### src/rtl/pwm_pkg.sv
`default_nettype none
// ============================================================================
// Module   : pwm_pkg
// Brief    : Shared state encoding, default sizes and PWM bus index helpers
//            for the per-phase gate sequencer.
// Revision : 1.0 - initial release
// ============================================================================
package pwm_pkg;

   localparam int N_SM_DEFAULT = 24;
   localparam int DT_W_DEFAULT = 8;

   // Sequencer states; encoding is visible on the state output port
   typedef enum logic [1:0] {
      ST_BLOCKED = 2'd0,
      ST_ARMING  = 2'd1,
      ST_RUN     = 2'd2,
      ST_FAULT   = 2'd3
   } pwm_state_t;

   // Bus position of the A (upper) switch of submodule sm
   function automatic int sm_a_idx(input int sm);
      return 2 * sm + 1;
   endfunction

   // Bus position of the B (lower) switch of submodule sm
   function automatic int sm_b_idx(input int sm);
      return 2 * sm;
   endfunction

endpackage
`default_nettype wire

### src/rtl/pwm_sm_deadtime.sv
`default_nettype none
// ============================================================================
// Module   : pwm_sm_deadtime
// Brief    : One submodule's switching target, dead-time counter and
//            registered complementary A/B gate pair.
// Revision : 1.0 - initial release
// ============================================================================
module pwm_sm_deadtime
   import pwm_pkg::*;
#(
   parameter int DT_W = DT_W_DEFAULT
) (
   input  logic            clk,
   input  logic            rst_n,
   input  logic            preset,     // take cmd as target with no dead time
   input  logic            load,       // run-time command strobe
   input  logic            cmd,        // 1 = inserted (A on), 0 = bypassed (B on)
   input  logic [DT_W-1:0] dt,         // effective dead time, always >= 1
   input  logic            force_off,  // sequencer is not in RUN next cycle
   output logic            gate_a,
   output logic            gate_b,
   output logic            busy
);

   localparam logic [DT_W-1:0] c_DT_ONE = {{(DT_W-1){1'b0}}, 1'b1};

   logic            r_tgt;
   logic [DT_W-1:0] r_cnt;
   logic            r_a;
   logic            r_b;
   logic            w_change;
   logic            w_tgt_src;

   // A run-time command only matters when it differs from the current target;
   // a preset target drives the gates straight away on the arming exit edge
   always_comb begin
      w_change  = load && (cmd != r_tgt);
      w_tgt_src = preset ? cmd : r_tgt;
   end

   // Target, dead-time counter and gate registers
   always_ff @(posedge clk) begin
      if (!rst_n) begin
         r_tgt <= 1'b0;
         r_cnt <= '0;
         r_a   <= 1'b0;
         r_b   <= 1'b0;
      end else begin
         if (preset || w_change) begin
            r_tgt <= cmd;
         end

         // A retoggle mid-count reloads the full dead time
         if (force_off) begin
            r_cnt <= '0;
         end else if (w_change) begin
            r_cnt <= dt;
         end else if (r_cnt != '0) begin
            r_cnt <= r_cnt - c_DT_ONE;
         end

         // Gates follow the counter value before this edge, so a change
         // sampled now turns both switches off from the following edge
         if (force_off || (r_cnt != '0)) begin
            r_a <= 1'b0;
            r_b <= 1'b0;
         end else begin
            r_a <= w_tgt_src;
            r_b <= ~w_tgt_src;
         end
      end
   end

   assign gate_a = r_a;
   assign gate_b = r_b;
   assign busy   = (r_cnt != '0);

endmodule
`default_nettype wire

### src/rtl/pwm_phase_gate_ctrl.sv
`default_nettype none
// ============================================================================
// Module   : pwm_phase_gate_ctrl
// Brief    : Per-phase gating sequencer: block/arm/run/fault control around
//            N_SM dead-time submodules producing the 2*N_SM PWM gate bus.
// Revision : 1.0 - initial release
// ============================================================================
module pwm_phase_gate_ctrl
   import pwm_pkg::*;
#(
   parameter int N_SM = N_SM_DEFAULT,
   parameter int DT_W = DT_W_DEFAULT
) (
   input  logic              clk,
   input  logic              rst_n,
   input  logic              enable,
   input  logic              fault,
   input  logic              fault_clr,
   input  logic [DT_W-1:0]   dt_cfg,
   input  logic              cmd_valid,
   input  logic [N_SM-1:0]   sm_cmd,
   output logic [2*N_SM-1:0] pwm_bus,
   output logic [1:0]        state,
   output logic              busy
);

   localparam logic [DT_W-1:0] c_DT_ONE = {{(DT_W-1){1'b0}}, 1'b1};

   pwm_state_t      r_state;
   pwm_state_t      w_state_nxt;
   logic [DT_W-1:0] r_arm_cnt;
   logic [DT_W-1:0] w_dt_eff;
   logic            w_arm_load;
   logic            w_sm_preset;
   logic            w_sm_load;
   logic            w_force_off;
   logic [N_SM-1:0] w_sm_a;
   logic [N_SM-1:0] w_sm_b;
   logic [N_SM-1:0] w_sm_busy;

   // A programmed dead time of zero still needs one cycle of both-off
   assign w_dt_eff = (dt_cfg == '0) ? c_DT_ONE : dt_cfg;

   // Sequencer state register
   always_ff @(posedge clk) begin
      if (!rst_n) begin
         r_state <= ST_BLOCKED;
      end else begin
         r_state <= w_state_nxt;
      end
   end

   // Next state and submodule controls; fault beats disable beats commands
   always_comb begin
      w_state_nxt = r_state;
      w_arm_load  = 1'b0;
      w_sm_preset = 1'b0;
      w_sm_load   = 1'b0;
      w_force_off = 1'b1;
      if (fault) begin
         w_state_nxt = ST_FAULT;
      end else begin
         case (r_state)
            ST_BLOCKED: begin
               if (enable) begin
                  w_state_nxt = ST_ARMING;
                  w_arm_load  = 1'b1;
                  w_sm_preset = 1'b1;
               end
            end
            ST_ARMING: begin
               if (!enable) begin
                  w_state_nxt = ST_BLOCKED;
               end else begin
                  w_sm_preset = cmd_valid;
                  if (r_arm_cnt <= c_DT_ONE) begin
                     w_state_nxt = ST_RUN;
                  end
               end
            end
            ST_RUN: begin
               if (!enable) begin
                  w_state_nxt = ST_BLOCKED;
               end else begin
                  w_sm_load = cmd_valid;
               end
            end
            ST_FAULT: begin
               if (fault_clr) begin
                  w_state_nxt = ST_BLOCKED;
               end
            end
            default: begin
               w_state_nxt = ST_BLOCKED;
            end
         endcase
      end
      // Gates are only ever released in RUN; decided from the next state so
      // fault and disable blank the bus on the very edge they take effect
      w_force_off = (w_state_nxt != ST_RUN);
   end

   // Arming interval counter: loaded on entry, counts down while arming
   always_ff @(posedge clk) begin
      if (!rst_n) begin
         r_arm_cnt <= '0;
      end else if (w_arm_load) begin
         r_arm_cnt <= w_dt_eff;
      end else if (w_state_nxt == ST_ARMING) begin
         r_arm_cnt <= r_arm_cnt - c_DT_ONE;
      end else begin
         r_arm_cnt <= '0;
      end
   end

   // One dead-time slice per submodule, gates placed A-above-B on the bus
   for (genvar gi = 0; gi < N_SM; gi++) begin : g_sm
      localparam int c_IDX_A = sm_a_idx(gi);
      localparam int c_IDX_B = sm_b_idx(gi);

      pwm_sm_deadtime #(
         .DT_W (DT_W)
      ) u_sm (
         .clk       (clk),
         .rst_n     (rst_n),
         .preset    (w_sm_preset),
         .load      (w_sm_load),
         .cmd       (sm_cmd[gi]),
         .dt        (w_dt_eff),
         .force_off (w_force_off),
         .gate_a    (w_sm_a[gi]),
         .gate_b    (w_sm_b[gi]),
         .busy      (w_sm_busy[gi])
      );

      assign pwm_bus[c_IDX_A] = w_sm_a[gi];
      assign pwm_bus[c_IDX_B] = w_sm_b[gi];
   end

   assign state = r_state;
   assign busy  = (r_state == ST_ARMING) || (|w_sm_busy);

endmodule
`default_nettype wire

### config.mk
export PLATFORM = sky130hd
export DESIGN_NAME = pwm_phase_gate_ctrl
export DESIGN_NICKNAME = d
export VERILOG_FILES = /design/src/rtl/pwm_pkg.sv /design/src/rtl/pwm_sm_deadtime.sv /design/src/rtl/pwm_phase_gate_ctrl.sv
export SDC_FILE = /design/constraint.sdc
export NUM_CORES = 1
export LEC_CHECK = 0
export ABC_AREA = 1
export ABC_CLOCK_PERIOD_IN_PS = 2750
export CAP_MARGIN = 10
export CELL_PAD_IN_SITES_DETAIL_PLACEMENT = 1
export CELL_PAD_IN_SITES_GLOBAL_PLACEMENT = 1
export CORE_ASPECT_RATIO = 1.25
export CORE_UTILIZATION = 32
export CTS_BUF_LIST = sky130_fd_sc_hd__clkbuf_4 sky130_fd_sc_hd__clkbuf_8
export CTS_CLUSTER_SIZE = 14
export DETAILED_ROUTE_END_ITERATION = 10
export PLACE_DENSITY_LB_ADDON = 0.1
export SETUP_SLACK_MARGIN = 0.3
export SLEW_MARGIN = 10
export SYNTH_ARGS = -nofsm -noshare
export SYNTH_HDL_FRONTEND = slang
export SYNTH_SLANG_ARGS = --single-unit
### constraint.sdc
create_clock -name clk -period 2.75 [get_ports clk]
set_input_delay 0.55 -clock clk [delete_from_list [all_inputs] [get_ports clk]]
set_output_delay 0.55 -clock clk [all_outputs]
set_load 0.01 [all_outputs]
[Word level (Yosys, flattened, before mapping)]
Cells that the tools add are included.
Storage, ports and cells
  flip-flop bits (word level): 274
  input bits: 38
  output and inout bits: 51
  logic and storage cells: 417
Cells by class
  add/sub/neg operators: 25
  order comparisons: 1
  eq/ne operators: 29
  mux-type cells: 90
  bitwise operators: 25
  reduce and logical (&&, ||, !) cells: 149
Operators with widths (count)
  two-way mux 8 bit: 51
  subtractor 8 x 1 -> 8 bit (second input constant): 25
  nonzero test 8 bit: 24
  OR reduction 2 bit: 25
  logical OR 1 bit: 49
  nonzero test 2 bit: 24
  two-way mux 1 bit: 31
  NOT 1 bit: 25
  logical AND 1 bit: 24
  inequality test 1 bit: 24
  OR reduction 24 bit: 1
  two-way mux 2 bit: 6
  <= comparator 8 x 1 -> 1 bit (second input constant): 1
  zero test 8 bit: 1
  case mux 2 bit (4 select lines): 1
  equality test 2 x 1 -> 1 bit (second input constant): 2
  equality test 2 bit (second input constant): 2
  zero test 2 bit: 1
  inequality test 2 bit (second input constant): 1
  case mux 1 bit (2 select lines): 1

[Logic depth before layout (Yosys ltp)]
  depth after elaboration: 8
  depth in mapped cells: 12
  depth with buffers taken out: 10

[Cells and area by module]
From an unflattened synthesis, not the netlist that was laid out.
Second synthesis, totals
  cells, all modules: 2917
  area total of the unflattened synthesis: 19169.6 µm²
Modules (own cells, without submodules)
  pwm_sm_deadtime: instances 24, cells each 116, area each 765.7 µm², sequential area each 220.2 µm²
  pwm_phase_gate_ctrl: instances 1, cells each 133, area each 792.0 µm², sequential area each 200.2 µm²

[Worst setup path before layout]
Ideal clock, no wire load.
  kind: reg2out
  from: register g_sm[0].u_sm.r_cnt[0]
  to: output port busy
  data arrival time: 1399 ps
  required time: 2200 ps
  path slack: 801 ps
  cell stages (with the launch flop): 10
  buffers on the path: 0
  cell sequence: dfxtp_1 inv_1 ha_1 nand3_1 nor2_1 inv_1 nor2_1 nand3_1 nor2_1 nand2_1
Between the ends
  longest elaborated chain between the ends: 3
RTL lines
  from (decl): RTL line pwm_sm_deadtime.sv:28  | logic [DT_W-1:0] r_cnt;
  from (signal assigned): RTL line pwm_sm_deadtime.sv:57  | r_cnt <= dt;
  from (signal assigned): RTL line pwm_sm_deadtime.sv:59  | r_cnt <= r_cnt - c_DT_ONE;
  nonzero test 8 bit: RTL line pwm_sm_deadtime.sv:76  | assign busy = (r_cnt != '0);
  OR reduction 24 bit: RTL line pwm_phase_gate_ctrl.sv:141  | assign busy = (r_state == ST_ARMING) || (|w_sm_busy);
  logical OR 1 bit: RTL line pwm_phase_gate_ctrl.sv:141
  to (decl): RTL line pwm_phase_gate_ctrl.sv:24  | output logic busy
No other way between the ends.

[Worst setup path after layout]
  from: register g_sm[11].u_sm.r_cnt[0]
  to: output port busy
Between the ends
  longest elaborated chain between the ends: 3
RTL lines (RTL line)
  from (decl): pwm_sm_deadtime.sv:28
  from (signal assigned): pwm_sm_deadtime.sv:57
  from (signal assigned): pwm_sm_deadtime.sv:59
  nonzero test 8 bit: pwm_sm_deadtime.sv:76
  OR reduction 24 bit: pwm_phase_gate_ctrl.sv:141
  logical OR 1 bit: pwm_phase_gate_ctrl.sv:141
No other way between the ends.

==> impl_results.md <==
- Worst r2r path cells: 12
- Post-DR wirelength/cell: 16.9 um
- Worst hold stages: 2
- Commonest non-fill, non-tap cell in the layout: nand2_1
- Max Clock Freq: between 300 and 400 MHz
- DR pass1 iterations: 4
- Final Non-Filler Cells: 2876
- Pre-CTS setup slack: 62.8 ps
- Worst path required time: 2200 ps
- Critical path class: reg2out
- Hpwl dp: between 30 and 40 mm
- Final Core Density: 0.405
- Synth top area share: 0.370
- Layout cell share with drive strength beyond 1: 0.176
- Data arrival time of the worst path: roughly 2100 ps
- DRT iter0 DRCs: 431
- Hold path start: g_sm[16].u_sm.r_cnt[1]$_SDFFE_PP0P_
- Post-route clock skew: 28.7 ps
- Status: finished clean
- Synthesized area per cell: ~7 um2
- Area Growth Syn to Fin: 24.0%
- Final GP Congestion: 0.822
- Mapped Nets: 2178
- Antenna viol nets, final: 0
- Final period util: 0.957
- Worst Hold Path EP: g_sm[16].u_sm.r_cnt[1]$_SDFFE_PP0P_
- Power, Total: roughly 10000 uW
- Leading area contributor after synthesis: dfxtp_1
- Die width: 194 um
- Pwr/cell area: 550 mW/mm2
- Rows: 87
- Hold_ws: 497 ps
- EDFF count, synth: 0
- Clock-pin transition on the worst setup and hold timing paths: 60 ps
- Cts bufs inserted: 51
- Synth Area in Simple Gates: 0.285
- Synthesized area: 0.0148 mm2
- Clock root cell: clkbuf_8
- Worst skew pair latency: between 600 and 700 ps
- Vias per std cell: 4.94
- Compound-gate portion of the synthesized area: 0.110
- Clock buffer depth: 3
- Worst-path cell chain: inv_2, ha_4, nand3_4, nor2_4, inv_2, nor2_4, nand3_2, nor2_2, nand2_2, buf_6
- Synth Area in Adders: 0.0220
- Total Routed Length: 48.5 mm
- Origin of the critical flop-to-flop path: r_arm_cnt[0]$_SDFF_PN0_
- Post-synthesis register bit count: 274
- Synth Flop Type: dfxtp_1
- Post-synthesis cell type count: 29
- Slowest CP cell: dfxtp_2
- Reg-to-Reg End: g_sm[10].u_sm.gate_b$_SDFF_PP0_
- Max-cap violations: 0
- Post-Synth XOR/XNOR Area: 0.0987
- Synth top area cells: dfxtp_1 37%, nand2_1 9.1%, nor2_1 9.0%
- Endpoints failing hold: 0
- Number of global-route vias before repair: about 15000
- Synth warn: 0
- Maximum fanout along the worst path: 3
- Die Y: 243 um
- Most frequent cells in the layout: 347 x nand2_1, 315 x nor2_1, 267 x dfxtp_1
- Sequential share of the synthesized area: 0.370
- CTS tree: yes
- Clock sinks: roughly 270
- Max-slew violations: 0
- Reg2reg setup slack: 580 ps
- Final setup violation count: 0
- H-Tree Depth: 2
- Initial core utilization: 0.326
- Cells after synthesis: 2114
- Hold_buf cts: 0
- Critical Path End Type: output pin
- Worst hold path class: reg2reg
- Io pins: 89
- Crit path time final: around 2600 ps
- Tot GR Track Use: 0.207
- Max incr delay on CP: 320 ps
- Core area: ~0.045 mm2
- Tightest Pin Transition: 599 ps
- Largest net degree at the start of global routing: roughly 80
- Fin nets: 2332
- Maximum vdd drop: ~0.00030 V
- Post-synthesis mux area share: 0
- LEAKAGE: 0.00788 uW
- GRT Residual Overflow: 0
- Largest family of logic cells by synthesized area: simple AND/OR/NAND/NOR gates
- Full die area: roughly 0.047 mm2
- PortBufs: 88
- Async S/R FF share, synth: 0
- Crit path launch type: flip-flop
- Final setup margin: 118 ps
- DRC viols: 0
- Max-slew headroom: 0.599
- Initial antenna violation count: 0
- Via Count: 14198
- Dpl cells: around 2800
- First-pass GRT wire length: 78.1 mm
- RSZ-0062 raised after global routing: yes
==> cells in the mapped netlist (7+ instances only) <==
master / count
nand2_1: 360
nor2_1: 357
dfxtp_1: 274
inv_1: 227
nand3_1: 163
xor2_1: 131
a21oi_1: 110
o21ai_0: 77
a22oi_1: 73
nor3_1: 64
buf_4: 55
xnor2_1: 36
clkbuf_1: 28
nand4_1: 27
ha_1: 26
buf_2: 21
nand2_2: 15
buf_6: 13
inv_2: 12
nor2_2: 10
o211ai_1: 8
o21ai_1: 7
o22ai_1: 7
==> repair_timing <==
item                                    CTS  global route
endpoints found under the setup margin    1             1
gates cloned                              0             0
setup buffers                            26            17
pin swaps                                43            21
gates resized for setup                 155            47
==> kinds of logic after synthesis <==
group | Yosys count
simple gates | 1002
compound gates | 283
flops | 274
xor+xnor | 167
fa+ha+maj | 26
buf+inv | 362
==> routing by layer <==
| metal | track usage | vias up | share of wire |
|---|---|---|---|
| met4 | 0.0553 | 0 | 0.022 |
| met3 | 0.0342 | 72 | 0.032 |
| met5 | 0 | - | 0 |
| li1 | - | 7034 | - |
| met1 | 0.249 | 6911 | 0.45 |
| met2 | 0.378 | 181 | 0.50 |
==> flip-flops by register name, summed over array words and instances, names as in the netlist <==
| signal | cells |
|---|---|
| g_sm.u_sm.gate_a | 24 |
| r_arm_cnt | 8 |
| g_sm.u_sm.r_cnt | 192 |
| state | 2 |
| g_sm.u_sm.gate_b | 24 |
| g_sm.u_sm.r_tgt | 24 |
==> critical path, delay by kind of cell (launching register included) <==
kind | cells | cell delay, ps
flip-flops | 1 | 320
adder cells (fa/ha/maj) | 1 | 160
buffers and inverters | 3 | 270
AND/OR/NAND/NOR | 6 | 700
==> stage by stage <==
stage | area, um2 | TNS [ps]
5_1_grt | 18400 | -3.68
3_5_place_dp | 16400 | 0
2_1_floorplan | 14800 | 0
4_1_cts | 18100 | 0
3_3_place_gp | 16400 | 0
6_report | 18400 | 0
==> final cells by class <==
cell class	instances	area, um2
fillers	5687	27000
multi-input cells	1478	8300
flip-flops and latches	274	5490
repair buffers	218	1970
clock buffers	80	957
inverters	245	920
well taps	578	723
clock inverters	2	12.5
diodes	1	2.50
==> report_power, final <==
| group | total [uW] | internal [uW] | switching [uW] |
|---|---|---|---|
| sequential | 4160 | 4080 | 75.2 |
| combinational | 2000 | 816 | 1180 |
| clock | 3950 | 2170 | 1780 |
| total | 10100 | 7070 | 3040 |
==> worst max-delay path by stage <==
stage / from / end / slack [ps] / depth (start not counted)
after floorplan: g_sm[0].u_sm.r_cnt[0]$_SDFFE_PP0P_ / busy / 800 / 9
after global placement: g_sm[11].u_sm.r_cnt[0]$_SDFFE_PP0P_ / busy / 90 / 10
after detailed placement: g_sm[10].u_sm.r_cnt[0]$_SDFFE_PP0P_ / busy / 60 / 10
after CTS: g_sm[22].u_sm.r_cnt[0]$_SDFFE_PP0P_ / busy / 40 / 11
after global routing: g_sm[4].u_sm.r_cnt[0]$_SDFFE_PP0P_ / busy / -4 / 10
final: g_sm[11].u_sm.r_cnt[0]$_SDFFE_PP0P_ / busy / 120 / 10
Power figures use the tool's default switching activity.
